**config.mk**
```make
export PLATFORM = sky130hd
export DESIGN_NAME = mux_rr_arb
export DESIGN_NICKNAME = d
export VERILOG_FILES = /design/src/rtl/mux_rr_arb.sv
export SDC_FILE = /design/constraint.sdc
export NUM_CORES = 1
export LEC_CHECK = 0
export CAP_MARGIN = 10
export CORE_ASPECT_RATIO = 0.75
export CORE_MARGIN = 4
export CORE_UTILIZATION = 25
export DETAILED_ROUTE_END_ITERATION = 16
export PLACE_DENSITY_LB_ADDON = 0.05
export SYNTH_ARGS = -nofsm -noshare
export SYNTH_HDL_FRONTEND = slang
export SYNTH_SLANG_ARGS = --single-unit
```
**constraint.sdc**
```tcl
create_clock -name clk -period 3.6 [get_ports clk]
set_input_delay 1.08 -clock clk [delete_from_list [all_inputs] [get_ports clk]]
set_output_delay 1.08 -clock clk [all_outputs]
set_load 0.03 [all_outputs]
```
**src/rtl/mux_rr_arb.sv**
```systemverilog
// mux_rr_arb: N:1 arbitrating mux, round-robin grant, registered output beat with valid/ready.
// Define MUX_RR_ARB_FIXED_PRIO_EN to use fixed lowest-index-first priority with no pointer.
module mux_rr_arb #(
  parameter int W = 4,
  parameter int N = 4,
  localparam int SW = $clog2(N)
) (
  input  logic           clk,
  input  logic           rst_n,
  input  logic [N-1:0]   in_valid,
  input  logic [N*W-1:0] in_data,
  output logic [N-1:0]   in_ready,
  output logic           out_valid,
  output logic [W-1:0]   out_data,
  output logic [SW-1:0]  out_sel,
  input  logic           out_ready
);

  typedef enum logic {EMPTY = 1'b0, FULL = 1'b1} state_t;

  state_t        state, state_nxt;
  logic          load;
  logic          accept;
  logic          grant_hit;
  logic [SW-1:0] grant_idx;
  logic [SW-1:0] scan_idx;
  logic [SW-1:0] scan_start;
  logic [W-1:0]  grant_data;

  // Channel index reached k steps after start, wrapping at N (not at 2^SW).
  function automatic int wrap_idx(input int start, input int k);
    int s;
    s = start + k;
    if (s >= N) s = s - N;
    return s;
  endfunction

`ifdef MUX_RR_ARB_FIXED_PRIO_EN
  assign scan_start = '0;
`else
  logic [SW-1:0] ptr;

  assign scan_start = ptr;

  // NOTE: sequential state uses non-blocking assignments so every flop samples pre-edge values.
  always_ff @(posedge clk) begin
    if (!rst_n) begin
      ptr <= '0;
    end else if (accept) begin
      ptr <= (grant_idx == SW'(N - 1)) ? '0 : grant_idx + 1'b1;
    end
  end
`endif

  assign out_valid = (state == FULL);
  assign load      = (state == EMPTY) || out_ready;
  assign accept    = |in_ready;

  // NOTE: every combinational output gets a default first so no path can infer a latch.
  always_comb begin
    grant_hit = 1'b0;
    grant_idx = '0;
    scan_idx  = '0;
    for (int k = 0; k < N; k++) begin
      scan_idx = SW'(wrap_idx(int'(scan_start), k));
      if (!grant_hit && in_valid[scan_idx]) begin
        grant_hit = 1'b1;
        grant_idx = scan_idx;
      end
    end
  end

  always_comb begin
    grant_data = '0;
    for (int k = 0; k < N; k++) begin
      if (grant_idx == SW'(k)) grant_data = in_data[k*W +: W];
    end
  end

  // Reset gates the handshake so nothing is accepted while rst_n is low.
  always_comb begin
    in_ready = '0;
    if (rst_n && load && grant_hit) in_ready[grant_idx] = 1'b1;
  end

  always_comb begin
    state_nxt = state;
    if (accept)         state_nxt = FULL;
    else if (out_ready) state_nxt = EMPTY;
  end

  always_ff @(posedge clk) begin
    if (!rst_n) begin
      state    <= EMPTY;
      out_data <= '0;
      out_sel  <= '0;
    end else begin
      state <= state_nxt;
      if (accept) begin
        out_data <= grant_data;
        out_sel  <= grant_idx;
      end
    end
  end

endmodule

```
==> flow_metrics.py <==
metrics = {
    "status": {
        "status": "completed",
    },
    "clock_tree": {
        "cts_root_buf": "clkbuf_4",
        "cts_buffers": 3,
        "clk_latency_ns": 0.26,
        "h-tree-depth": 1,
        "ctsHoldBuffers": 0,
        "path_clk_slew_ns": 0.06,
        "clkSinkCount": 9,
        "cts_buffer_depth": 2,
        "cts_tree": "built",
    },
    "setup_path": {
        "arrival_ns": 2.50,
        "rr_worst_depth": 10,
        "crit_buf_inv": 2,
        "crit_fanout": 5,
        "cp.depth": 5,
        "crit_type": "in -> out",
        "crit_chain": "dlygate4sd2_1, or4_4, and2_2, and3_1, buf_4",
        "end_kind": "output port",
        "slowest_stage": "or4_4",
        "max_stage_delay_ns": 0.55,
        "cp-start-kind": "input port",
        "worstPathRequired_ns": 2.52,
        "critPathTopFamily": "simple AND/OR/NAND/NOR gates",
    },
    "route": {
        "via_per_inst": 4.62,
        "first_pass_iters": 4,
        "wl_per_cell_um": 13.0,
        "drcViolationCount": 0,
        "drtIter0Drc": 68,
        "wl_mm": 2.14,
        "antenna_left": 0,
        "vias": 757,
    },
    "finish": {
        "regArea_sq_um": 180,
        "final_nets": 158,
        "drive_gt1_share_pct": 29.2,
        "fillers": 246,
        "num_antenna_cells": 0,
        "multi_input_area_sq_um": 488,
        "final_cell_area_sq_mm": 0.00116,
        "area_delta_synth_final_pct": 74.4,
        "fin_cells": 164,
    },
    "power": {
        "peakVddDrop_mv": 0.256,
        "p_leak_nw": 0.497,
        "powerDensity_mw_per_mm2": 694,
    },
    "placement": {
        "io_buffers": 33,
        "placed_area_sq_mm": 0.00106,
        "place_congestion": 0.699,
        "place_hpwl_mm": 1.56,
        "place_inst": 159,
    },
    "global_routing": {
        "grt_max_degree": 13,
        "grt_antenna_before_repair": 0,
        "grt_pass1_wl_mm": 3.28,
        "grt_usage_pct": 12.5,
        "grt-ovfl-total": 0,
        "grt_pass1_vias": 669,
    },
    "synth": {
        "synth_area_leaders": "dfxtp_1 (27%), a21oi_1 (9.8%), ha_1 (7.5%)",
        "synth_top_area_share_pct": 27.1,
        "synth_fp_nets": 115,
        "synth_edf_count": 0,
        "synth_top_flop_cell": "dfxtp_1",
        "yosysTopAreaCell": "dfxtp_1",
        "synth-seq-area-share_pct": 27.1,
        "yosys_warnings": 0,
        "synthesis.area_sq_um": 664,
        "yosysMostFrequentCell": "a21oi_1",
        "ys_ff_latch": 9,
        "syn_avg_cell_area_sq_um": 7.55,
        "synthTopCellsByCount": "a21oi_1 (13), nand2_1 (10), dfxtp_1 (9)",
        "async_flop_share_pct": 0,
        "synthCells": 88,
        "ys_types": 28,
    },
    "worst_hold_path": {
        "hold-path-cell-count": 2,
        "holdCritPathClass": "reg -> reg",
    },
    "timing": {
        "hold_violations": 0,
        "finalSetupViolCount": 0,
        "skew_ns": 0.00159,
        "finalCriticalPeriod_ns": 3.58,
        "fmax_mhz": 279,
        "fin_hold_ws_ns": 0.491,
        "relSlewSlack_pct": 79.3,
        "slew_viol_final": 0,
        "tightest_slew_ns": 0.310,
        "post-route-period-util_pct": 99.5,
    },
    "floorplan": {
        "core_sq_mm": 0.00242,
        "die_area_sq_mm": 0.00355,
        "die_h_um": 52.6,
        "die_w_um": 67.5,
        "rows": 15,
        "start_util_pct": 27.4,
        "num_io_pins": 34,
    },
    "job": {
        "drv_cap": 0,
    },
}
-- final cells by class --
cell class	count	share of cell area, %
Multi-Input combinational cell	67	42.1
Timing Repair Buffer	44	34.4
Sequential cell	9	15.6
Tap cell	34	3.67
Clock buffer	4	2.27
Inverter	6	1.94
-- registers in the layout, summed over array words and instances (netlist names) --
register	cells
out_valid	1
ptr	2
out_sel	2
out_data	4
-- logic make-up (layout without fill, tap and decap cells) --
family | count (synthesis) | in the layout | share of synthesized area [%]
buffers and inverters | 12 | 54 | 10.2
adder cells (fa/ha/maj) | 4 | 4 | 7.53
AND/OR/NAND/NOR | 31 | 31 | 26.0
flip-flops | 9 | 9 | 27.1
AO/OA/AOI/OAI | 32 | 32 | 29.2
-- metrics by stage --
stage	power, mW	util [%]	setup WS [ns]	TNS [ns]
finish	0.804	47.9	0.0189	0
global route	0.870	47.9	-0.00221	-0.00221
CTS	0.788	46.1	0.00339	0
detailed placement	0.682	43.7	-0.266	-1.45
global placement	0.681	43.7	-0.243	-1.21
floorplan	0.512	-	0.151	0
-- worst paths after layout --
kind	startpoint	slack (ns)	to
worst min register to register	out_sel[0]	0.49	out_sel[0]
worst max register to register	ptr[0]	1.12	out_data[3]
worst max-delay path	in_valid[0]	0.02	in_ready[3]
worst min-delay path	out_sel[0]	0.49	out_sel[0]
-- cells in the final DEF, fill, tap and decap left out, drive strengths merged --
cell type	instances
a21boi	1
a21oi	13
a22oi	4
a2bb2oi	1
a31oi	1
a41o	1
and2	1
and3	5
buf	15
clkbuf	6
clkdlybuf4s15	1
clkdlybuf4s50	25
dfxtp	9
dlygate4sd2	1
ha	4
inv	6
nand2	10
nand2b	1
nand3	2
nor2	3
nor2b	4
nor4	1
nor4b	1
o21ai	10
o22ai	1
or2	1
or4	2
-- layer usage --
| layer | global-route usage (%) | part of all wire [%] | routed length, um | vias to the layer above |
|---|---|---|---|---|
| met3 | 2.58 | 4.1 | 88 | 2 |
| met2 | 17.0 | 42 | 901 | 16 |
| met4 | 6.06 | 0.65 | 14 | 0 |
| li1 | - | - | - | 400 |
| met5 | 0 | 0 | 0 | - |
| met1 | 18.1 | 53 | 1140 | 339 |
-- worst min-delay path, cell delays in order, from the launching register on --
cell     delay [ns]
dfxtp_1        0.31
nand2_1        0.07
o22ai_2        0.06
-- where the power goes --
| part | leakage [nW] | switching (mW) | internal (mW) |
|---|---|---|---|
| sequential | 0.0746 | 0.0314 | 0.141 |
| clock | 0.0150 | 0.0349 | 0.0427 |
| combinational | 0.407 | 0.293 | 0.261 |
| total | 0.497 | 0.359 | 0.445 |
-- repair_timing --
| action | CTS | global route |
|---|---|---|
| pin swaps | 3 | 3 |
| setup endpoints to repair | 4 | 4 |
| gates resized for setup | 14 | 16 |
| buffers inserted | 1 | 0 |
| gates cloned | 0 | 0 |
(Power assumes the default switching activity.)
